<file path="src/rtl/keypad_scanner_pkg.sv">
// keypad_scanner_pkg
//   Shared definitions for the 4x4 keypad scanner: key code width, the
//   NONE encoding of a scan result, debounce state encoding, the
//   PicoBlaze port numbers and small helpers used by the scanner.
package keypad_scanner_pkg;

  localparam int KEY_CODE_W = 8;

  // Scan result: {none_flag, col_idx[1:0], row_idx[1:0]}
  localparam int               SCAN_KEY_W   = 5;
  localparam int               KEY_NONE_BIT = 4;
  localparam logic [SCAN_KEY_W-1:0] KEY_NONE = 5'h10;

  typedef enum logic [1:0] {
    IDLE = 2'd0,
    CAND = 2'd1,
    HELD = 2'd2
  } deb_state_e;

  localparam logic [7:0] PORT_KEY_CODE   = 8'h06;
  localparam logic [7:0] PORT_KEY_STATUS = 8'h07;

  // Status byte presented on the status port.
  function automatic logic [7:0] key_status_byte(input logic ovf,
                                                 input logic full,
                                                 input logic present);
    return {5'b0, ovf, full, present};
  endfunction

  // First low row in the sampled column; lowest row index wins.
  function automatic logic [SCAN_KEY_W-1:0] first_low_row(input logic [3:0] row_s,
                                                          input logic [1:0] col_idx);
    logic [SCAN_KEY_W-1:0] res;
    res = KEY_NONE;
    for (int r = 3; r >= 0; r--) begin
      if (!row_s[r]) res = {1'b0, col_idx, r[1:0]};
    end
    return res;
  endfunction

endpackage

</file>
<file path="src/rtl/keypad_scanner_key_fifo.sv">
// key_fifo
//   Synchronous show-ahead FIFO. dout shows the head entry whenever the
//   FIFO is not empty and reads as zero when empty.
// Ports:
//   clk, reset    clock, synchronous active-low reset
//   push, din     write request and data
//   pop           pop head (ignored while empty)
//   dout          head entry
//   full, empty   occupancy flags
//   drop          one-cycle pulse: push refused because FIFO was full
module key_fifo #(
  parameter int WIDTH = 8,
  parameter int DEPTH = 4
) (
  input  logic             clk,
  input  logic             reset,
  input  logic             push,
  input  logic [WIDTH-1:0] din,
  input  logic             pop,
  output logic [WIDTH-1:0] dout,
  output logic             full,
  output logic             empty,
  output logic             drop
);

  localparam int AW = (DEPTH > 1) ? $clog2(DEPTH) : 1;
  localparam logic [AW:0] DEPTH_L = (AW+1)'(DEPTH);

  logic [WIDTH-1:0] mem [DEPTH];
  logic [AW-1:0]    wr_ptr;
  logic [AW-1:0]    rd_ptr;
  logic [AW:0]      count;
  logic             do_push;
  logic             do_pop;

  assign empty = (count == '0);
  assign full  = (count == DEPTH_L);

  // A pop while full frees the slot the simultaneous push needs.
  assign do_pop  = pop & ~empty;
  assign do_push = push & (~full | do_pop);
  assign drop    = push & ~do_push;

  assign dout = empty ? '0 : mem[rd_ptr];

  always_ff @(posedge clk) begin
    if (do_push) mem[wr_ptr] <= din;
  end

  always_ff @(posedge clk) begin
    if (!reset) begin
      wr_ptr <= '0;
      rd_ptr <= '0;
      count  <= '0;
    end else begin
      if (do_push) wr_ptr <= wr_ptr + 1'b1;
      if (do_pop)  rd_ptr <= rd_ptr + 1'b1;
      case ({do_push, do_pop})
        2'b10:   count <= count + 1'b1;
        2'b01:   count <= count - 1'b1;
        default: count <= count;
      endcase
    end
  end

endmodule

</file>
<file path="src/rtl/keypad_scanner.sv">
// keypad_scanner
//   Autonomous 4x4 matrix keypad scanner. Drives one column low at a time,
//   samples the synchronized active-low rows at the end of each column
//   period, debounces whole-matrix scan results and queues one key code per
//   accepted press. Read side follows the UART receive convention.
// Ports:
//   clk, reset     system clock, synchronous active-low reset
//   col            column drive, one-hot-low
//   row            row sense, active-low, asynchronous
//   key_code       FIFO head {4'h0, col_idx, row_idx}, 0 when empty
//   key_present    FIFO not empty
//   read_key_ack   one-cycle pop of the FIFO head
//   fifo_full      FIFO holds FIFO_DEPTH entries
//   overflow       sticky: a press was dropped on a full FIFO
//
// Debounce FSM (advances once per completed scan):
//   state | meaning
//   IDLE  | no key accepted; waiting for any key in a scan
//   CAND  | candidate key seen in cnt consecutive scans
//   HELD  | key pushed; waiting for DEBOUNCE_SCANS scans without it
module keypad_scanner
  import keypad_scanner_pkg::*;
#(
  parameter int SCAN_DIV       = 100000,
  parameter int DEBOUNCE_SCANS = 4,
  parameter int FIFO_DEPTH     = 4
) (
  input  logic                  clk,
  input  logic                  reset,
  output logic [3:0]            col,
  input  logic [3:0]            row,
  output logic [KEY_CODE_W-1:0] key_code,
  output logic                  key_present,
  input  logic                  read_key_ack,
  output logic                  fifo_full,
  output logic                  overflow
);

  localparam int               DIV_W    = (SCAN_DIV > 1) ? $clog2(SCAN_DIV) : 1;
  localparam logic [DIV_W-1:0] DIV_LAST = DIV_W'(SCAN_DIV - 1);
  localparam int               CNT_W    = $clog2(DEBOUNCE_SCANS + 1);
  localparam logic [CNT_W-1:0] CNT_DONE = CNT_W'(DEBOUNCE_SCANS);

  logic [3:0]            row_m;
  logic [3:0]            row_s;
  logic [DIV_W-1:0]      div;
  logic [1:0]            col_idx;
  logic [1:0]            col_idx_nxt;
  logic                  scan_tc;
  logic                  scan_done;
  logic [SCAN_KEY_W-1:0] scan_acc;
  logic [SCAN_KEY_W-1:0] col_hit;
  logic [SCAN_KEY_W-1:0] scan_key;
  logic                  scan_hit;

  deb_state_e            state_q, state_d;
  logic [3:0]            cand_q, cand_d;
  logic [CNT_W-1:0]      cnt_q, cnt_d;
  logic [CNT_W-1:0]      rcnt_q, rcnt_d;
  logic [CNT_W-1:0]      cnt_inc;
  logic [CNT_W-1:0]      rcnt_inc;
  logic                  push;

  logic                  fifo_empty;
  logic                  fifo_drop;

  // ---------------- column scan ----------------
  assign scan_tc     = (div == DIV_LAST);
  assign scan_done   = scan_tc && (col_idx == 2'd3);
  assign col_idx_nxt = col_idx + 2'd1;
  assign col_hit     = first_low_row(row_s, col_idx);

  // The earliest column hit of this scan is kept; otherwise this column's.
  assign scan_key = scan_acc[KEY_NONE_BIT] ? col_hit : scan_acc;
  assign scan_hit = ~scan_key[KEY_NONE_BIT];

  always_ff @(posedge clk) begin
    if (!reset) begin
      row_m    <= 4'hF;
      row_s    <= 4'hF;
      div      <= '0;
      col_idx  <= 2'd0;
      col      <= 4'b1110;
      scan_acc <= KEY_NONE;
    end else begin
      row_m <= row;
      row_s <= row_m;
      if (scan_tc) begin
        div      <= '0;
        col_idx  <= col_idx_nxt;
        col      <= ~(4'b0001 << col_idx_nxt);
        scan_acc <= scan_done ? KEY_NONE : scan_key;
      end else begin
        div <= div + 1'b1;
      end
    end
  end

  // ---------------- debounce FSM ----------------
  assign cnt_inc  = cnt_q + 1'b1;
  assign rcnt_inc = rcnt_q + 1'b1;

  always_ff @(posedge clk) begin
    if (!reset) begin
      state_q <= IDLE;
      cand_q  <= 4'h0;
      cnt_q   <= '0;
      rcnt_q  <= '0;
    end else begin
      state_q <= state_d;
      cand_q  <= cand_d;
      cnt_q   <= cnt_d;
      rcnt_q  <= rcnt_d;
    end
  end

  always_comb begin
    state_d = state_q;
    cand_d  = cand_q;
    cnt_d   = cnt_q;
    rcnt_d  = rcnt_q;
    push    = 1'b0;
    if (scan_done) begin
      case (state_q)
        IDLE: begin
          if (scan_hit) begin
            cand_d = scan_key[3:0];
            cnt_d  = CNT_W'(1);
            if (DEBOUNCE_SCANS == 1) begin
              push    = 1'b1;
              rcnt_d  = '0;
              state_d = HELD;
            end else begin
              state_d = CAND;
            end
          end
        end
        CAND: begin
          if (scan_hit && (scan_key[3:0] == cand_q)) begin
            cnt_d = cnt_inc;
            if (cnt_inc == CNT_DONE) begin
              push    = 1'b1;
              rcnt_d  = '0;
              state_d = HELD;
            end
          end else if (scan_hit) begin
            cand_d = scan_key[3:0];
            cnt_d  = CNT_W'(1);
          end else begin
            state_d = IDLE;
          end
        end
        HELD: begin
          // Any other result, including a different key, counts toward release.
          if (scan_hit && (scan_key[3:0] == cand_q)) begin
            rcnt_d = '0;
          end else if (rcnt_inc == CNT_DONE) begin
            rcnt_d  = '0;
            state_d = IDLE;
          end else begin
            rcnt_d = rcnt_inc;
          end
        end
        default: state_d = IDLE;
      endcase
    end
  end

  // ---------------- key FIFO ----------------
  // The pushed code always equals the current scan winner.
  key_fifo #(
    .WIDTH(KEY_CODE_W),
    .DEPTH(FIFO_DEPTH)
  ) u_key_fifo (
    .clk   (clk),
    .reset (reset),
    .push  (push),
    .din   ({4'h0, scan_key[3:0]}),
    .pop   (read_key_ack),
    .dout  (key_code),
    .full  (fifo_full),
    .empty (fifo_empty),
    .drop  (fifo_drop)
  );

  assign key_present = ~fifo_empty;

  // A drop in the same cycle as an ack keeps the flag set.
  always_ff @(posedge clk) begin
    if (!reset) begin
      overflow <= 1'b0;
    end else if (fifo_drop) begin
      overflow <= 1'b1;
    end else if (read_key_ack) begin
      overflow <= 1'b0;
    end
  end

endmodule
</file>
<file path="config.mk">
export PLATFORM = sky130hd
export DESIGN_NAME = keypad_scanner
export DESIGN_NICKNAME = d
export VERILOG_FILES = /design/src/rtl/keypad_scanner_pkg.sv /design/src/rtl/keypad_scanner_key_fifo.sv /design/src/rtl/keypad_scanner.sv
export SDC_FILE = /design/constraint.sdc
export NUM_CORES = 1
export LEC_CHECK = 0
export ABC_AREA = 1
export CORE_ASPECT_RATIO = 1.5
export CORE_UTILIZATION = 37
export CTS_CLUSTER_DIAMETER = 50
export DETAILED_ROUTE_END_ITERATION = 12
export PLACE_DENSITY = 0.58
export RECOVER_POWER = 50
export REMOVE_ABC_BUFFERS = 1
export SLEW_MARGIN = 25
export SYNTH_ARGS = -nofsm -noshare
export SYNTH_HDL_FRONTEND = slang
export SYNTH_HIERARCHICAL = 1
export SYNTH_SLANG_ARGS = --single-unit
</file>
<file path="constraint.sdc">
create_clock -name clk -period 2.3 [get_ports clk]
set_clock_uncertainty 0.05 [all_clocks]
set_input_delay 0.575 -clock clk [delete_from_list [all_inputs] [get_ports clk]]
set_output_delay 0.575 -clock clk [all_outputs]
set_load 0.005 [all_outputs]
</file>
# Word level (Yosys, flattened, before mapping)
# Memory sizes are Yosys's and may differ from the RTL's. A register that Yosys moved wholly into a read port is not among the register bits.
# Cells that the tools add are included.
classes:
  muxes: 36
  bitwise: 10
  eq_ne: 18
  shifts: 1
  n_reduce_logical: 13
  n_addsub: 8
op_table:
  columns: ["operator", "n"]
  rows:
  - ["two-way mux 5 bit", 6]
  - ["two-way mux 3 bit", 6]
  - ["case mux 3 bit (2 select lines)", 3]
  - ["adder 17 x 1 -> 17 bit (second input constant)", 1]
  - ["equality test 17 bit (second input constant)", 1]
  - ["two-way mux 2 bit", 8]
  - ["!= test 2 bit (second input constant)", 6]
  - ["adder 3 x 1 -> 3 bit (second input constant)", 3]
  - ["equality test 3 bit (second input constant)", 3]
  - ["two-way mux 1 bit", 8]
  - ["two-way mux 4 bit", 2]
  - ["two-way mux 8 bit", 1]
  - ["case mux 4 bit (2 select lines)", 1]
  - ["nonzero test 2 bit", 4]
  - ["adder 2 x 1 -> 2 bit (second input constant)", 3]
  - ["equality test 2 bit (second input constant)", 3]
  - ["!= test 3 bit (second input constant)", 2]
  - ["case mux 2 bit (3 select lines)", 1]
  - ["AND reduction 6 bit", 1]
  - ["NOT 1 bit", 5]
  - ["equality test 2 x 1 -> 1 bit (second input constant)", 2]
  - ["equality test 4 bit", 1]
  - ["NOT 4 bit", 1]
  - ["AND reduction 4 bit", 1]
  - ["other kinds (10)", 13]
totals:
  reg_bits: 56
  out_inout_bits: 15
  wordCells: 101
  n_memories: 1
  ramBits: 16
  in_bits: 7
mem_list:
  columns: ["memory", "depth", "width", "read_ports", "rd_ports_with_merged_regs", "wr", "line_no", "rtl"]
  rows:
  - ["u_key_fifo.mem", 4, 4, 1, 1, 1, "keypad_scanner_key_fifo.sv:29", "logic [WIDTH-1:0] mem [DEPTH];"]

# Longest topological paths before layout
logic_depth:
  depth_word: 14
  mapped_depth: 20
  ltp_nobuf: 20

# Hierarchy
# The synthesis kept the hierarchy.
by_module_without_submodules:
  columns: ["mod", "cells_per_inst", "instances", "seq_area_each_um2", "area_each_um2"]
  rows:
  - ["keypad_scanner", 319, 1, 980.9, 2436.1]
  - ["key_fifo", 160, 1, 1141.1, 1759.2]

# Worst setup path before layout
# No wires, ideal clock.
synth_timing:
  path_kind: "reg-to-reg"
  startpoint: "reg scan_acc[4]"
  endpoint: "reg u_key_fifo.count[2]"
  setup_time_ps: 115
  path_stages_with_launch: 19
  arrival_time_ps: 2131
  slack_ps: 4
  period_less_slack_ps: 2296
  t_required_ps: 2135
  n_path_buf: 0
  path_cell_list: "dfxtp_1 nand2_2 nor2_4 nand2_1 nand2_2 nand2_1 nand2_2 nor2_4 nand3_2 inv_2 nand3_1 inv_1 inv_1 nand2_2 fa_1 inv_1 nand4_1 a21oi_1 nor2_1"
synth_via:
  elab_chain_cells: 9
  word_cells_on_any_way: 12
  cone_classes: "eq/ne: 3; mux: 5; bitwise: 2; reduce/logical: 2"
synth_rtl:
  columns: ["item", "line_no", "rtl"]
  rows:
  - ["start, declared", "keypad_scanner.sv:51", "logic [SCAN_KEY_W-1:0] scan_acc;"]
  - ["start signal, assigned", "keypad_scanner.sv:92", "scan_acc <= scan_done ? KEY_NONE : scan_key;"]
  - ["two-way mux 5 bit *", "keypad_scanner.sv:74", "assign scan_key = scan_acc[KEY_NONE_BIT] ? col_hit : scan_acc;"]
  - ["net scan_key[1]", "keypad_scanner.sv:53", "logic [SCAN_KEY_W-1:0] scan_key;"]
  - ["equality test 4 bit *", "keypad_scanner.sv:139", "if (scan_hit && (scan_key[3:0] == cand_q)) begin"]
  - ["logical AND 1 bit *", "keypad_scanner.sv:139", null]
  - ["two-way mux 1 bit *", "keypad_scanner.sv:139", null]
  - ["two-way mux 1 bit *", "keypad_scanner.sv:124", "case (state_q)"]
  - ["two-way mux 1 bit *", "keypad_scanner.sv:123", "if (scan_done) begin"]
  - ["net push", "keypad_scanner.sv:62", "logic push;"]
  - ["bitwise AND 1 bit *", "keypad_scanner_key_fifo.sv:41", "assign do_push = push & (~full | do_pop);"]
  - ["equality test 2 x 1 -> 1 bit / equality test 2 bit (equally long branches)", "keypad_scanner_key_fifo.sv:58", "case ({do_push, do_pop})"]
  - ["case mux 3 bit (2 select lines) / nonzero test 2 bit (equally long branches)", null, null]
  - ["end signal, assigned", "keypad_scanner_key_fifo.sv:59", "2'b10: count <= count + 1'b1;"]
  - ["end signal, assigned", "keypad_scanner_key_fifo.sv:60", "2'b01: count <= count - 1'b1;"]
  - ["end signal, assigned", "keypad_scanner_key_fifo.sv:61", "default: count <= count;"]
  - ["end, declared", "keypad_scanner_key_fifo.sv:32", "logic [AW:0] count;"]
# The timed path passes the listed nets; every way through them passes the cells marked *.
# A chain may end at the register's enable or synchronous reset.

# Worst setup path after layout
layout_timing:
  startpoint: "reg u_key_fifo.count[1]"
  endpoint: "out key_present"
layout_via:
  elab_chain_cells: 2
layout_rtl:
  columns: ["item", "line_no", "rtl"]
  rows:
  - ["logical NOT 3 bit", "keypad_scanner_key_fifo.sv:36", "assign empty = (count == '0);"]
  - ["net fifo_empty", "keypad_scanner.sv:64", "logic fifo_empty;"]
  - ["NOT 1 bit", "keypad_scanner.sv:186", "assign key_present = ~fifo_empty;"]
  - ["end, declared", "keypad_scanner.sv:33", "output logic key_present,"]
# The timed path passes the listed nets, and every way through them passes these cells.

==> reports/qor.yml <==
timing:
  max_freq_mhz: 464
  slew_viol_final: 0
  fin_ws_ns: 0.144
  finalSetupTns_ns: 0
  finalSetupViolCount: 0
  fin_crit_ns: 2.16
  holdWs_ns: 0.366
  hold_violations: 0
  min_period_over_period: 0.937
power:
  powerDensity_nw_per_um2: 786
  p_seq_frac: 0.428
  clockPowerShare: 0.353
  switchingPower_mw: 1.11
  comb_power_share: 0.219
  ir_drop_uv: 384
  power.internal_mw: 2.97
  swShare: 0.273
  p_leak_nw: 2.27
  fin_total_pwr_mw: 4.09
final_layout:
  final_cell_mix: "67 x nor2_1, 57 x inv_1, 54 x dfxtp_1"
  final_cells: 697
  final_common_cell: "nor2_1"
  final_util: 0.471
  antenna_cells: 0
  finalNetCount: 567
  syn_to_final_growth_pct: 24.0
  drive_gt1_frac: 0.216
  final_area_sq_um: 5200
synthesis:
  seq_area_frac_synth: 0.506
  synth_cell_types: 46
  synth-edff-count: 32
  yosys.area.top_type: "dfxtp_1"
  synth-main-ff-cell: "dfxtp_1"
  async_reset_ff_frac: 0
  synthCells: 479
  synth_top_area_share: 0.277
  netlist_area_sq_um: 4200
  ys_warn_count: 6
  synthTopCellsByArea: "dfxtp_1 28%, edfxtp_1 23%, nor2_1 6.0%, inv_1 5.3%, nand2_1 5.3%"
  ys_ff_latch: 90
  avgSynthCellArea_sq_um: 8.76
setup_path:
  critPathKind: "reg2out"
  required_ns: 1.67
  cp-start-kind: "flip-flop"
  end_kind: "output port"
  arrival_ns: 1.53
  path_max_fanout: 9
clock_network:
  numCtsBuffers: 9
  clk_pin_slew_ns: 0.06
  cts.path.max_buffers: 2
  worstSkewPairLatency_ns: 0.34
  cts_htree_levels: 3
  cts_tree: "yes"
  cts_num_sinks: 90
  cts_hold_buf: 0
  cts-root-buf: "clkbuf_16"
placed_design:
  dpl_cell_area_sq_um: 4800
  placed_cells: 679
  post-dp-hpwl_um: 6110
  dp_slack_ns: -0.0327
  gp_congestion: 0.815
  io_buffers: 21
min_path:
  worstHoldPathType: "reg2reg"
global_routing:
  grt_pass1_wl_um: 14000
  grt_max_degree: 19
  grt_use_total: 0.155
  overflow: 0
  first_global_vias: 3238
  antenna_found_initial: 0
route:
  dr_total_vias: 3228
  first_pass_iters: 4
  wl_per_cell_um: 12.1
  viasPerCell: 4.63
  wirelength_um: 8430
  dr.first_iter.drc_count: 79
  postRouteAntennaNets: 0
  drcViolationCount: 0
die:
  fp.dieH_um: 132
  rows: 47
  core_area_sq_um: 11100
  start_util: 0.379
  die_area_sq_um: 11800
  die_w_um: 88.9
  ioPinCount: 22
job:
  cap_violations: 0
outcome:
  status: "finished, final reports clean"
==> cell usage after synthesis (2+ instances only) <==
| library cell | n |
|---|---|
| nor2_1 | 67 |
| inv_1 | 59 |
| nand2_1 | 59 |
| dfxtp_1 | 58 |
| a21oi_1 | 33 |
| edfxtp_1 | 32 |
| o21ai_0 | 29 |
| nand3_1 | 18 |
| ha_1 | 13 |
| inv_2 | 10 |
| or2_2 | 10 |
| nand2_2 | 9 |
| nand4_1 | 9 |
| o21ai_1 | 7 |
| nand2_4 | 6 |
| nand3_2 | 6 |
| nor2_4 | 6 |
| a21oi_2 | 5 |
| nor3_1 | 5 |
| buf_4 | 3 |
| nor2_2 | 3 |
| o21a_1 | 3 |
| a22o_1 | 2 |
| clkbuf_2 | 2 |
| inv_4 | 2 |
| xnor2_1 | 2 |
| xor2_1 | 2 |
==> worst paths after layout <==
kind                                          start                   to  slack, ns  depth (start not counted)
worst max register to register          scan_acc[4]  u_key_fifo/count[1]       0.17                         16
worst max-delay path            u_key_fifo/count[1]          key_present       0.14                          5
worst min-delay path                       row_m[3]             row_s[3]       0.37                          1
worst min register to register             row_m[3]             row_s[3]       0.37                          1
==> registers in the layout, summed over array words and instances, names as in the netlist, named ones only <==
name and cells:
row_m 4, u_key_fifo/rd_ptr 2, row_s 4, cand_q 4, u_key_fifo/wr_ptr 2, u_key_fifo/count 3
cnt_q 3, u_key_fifo/mem 32, rcnt_q 3, scan_acc 5, col 4, div 17
col_idx 2, overflow 1, state_q 2
==> power groups by stage <==
stage / combinational, mW / clock, mW / sequential (mW)
floorplan: 0.453 / 0 / 1.79
global placement: 0.836 / 0 / 1.77
detailed placement: 0.856 / 0 / 1.77
CTS: 0.868 / 1.49 / 1.74
global route: 0.999 / 1.55 / 1.76
finish: 0.894 / 1.44 / 1.75
==> critical path, cell delays in order, from the launching register on <==
cell	delay, ns
dfxtp_1	0.33
nor2_4	0.15
nand2_4	0.10
inv_4	0.12
inv_1	0.05
clkdlybuf4s50_1	0.43
==> area by class of cell <==
cell class              count  area [sq um]
clock buffers              11           243
multi-input cells         324          1850
flip-flops and latches     90          2130
inverters                  73           288
fillers                  1091          5850
well taps                 147           184
clock inverters             4          50.0
repair buffers             48           459
==> logic make-up (layout without fill, tap and decap cells) <==
family | after synthesis | after routing | share of synthesized area
xor gates and xnor gates | 4 | 4 | 0.00835
and+or+nand+nor | 203 | 203 | 0.247
DFF | 90 | 90 | 0.506
AOI/OAI and AO/OA | 87 | 87 | 0.118
adders and majority gates | 14 | 14 | 0.0435
other | 1 | 16 | 0.000894
buffers and inverters | 80 | 136 | 0.0766
==> metal layers <==
layer | vias to the layer above | track usage | share of wire
li1 | 1682 | - | -
met1 | 1498 | 0.157 | 0.40
met2 | 33 | 0.290 | 0.55
met3 | 15 | 0.0299 | 0.022
met4 | 0 | 0.0785 | 0.024
met5 | - | 0 | 0
==> timing repair <==
item	in CTS	in global routing
resized for setup	3	29
setup buffers	0	2
pin swaps	0	10
cloned	0	1
setup endpoints to repair	10	43
(Power assumes the default switching activity.)
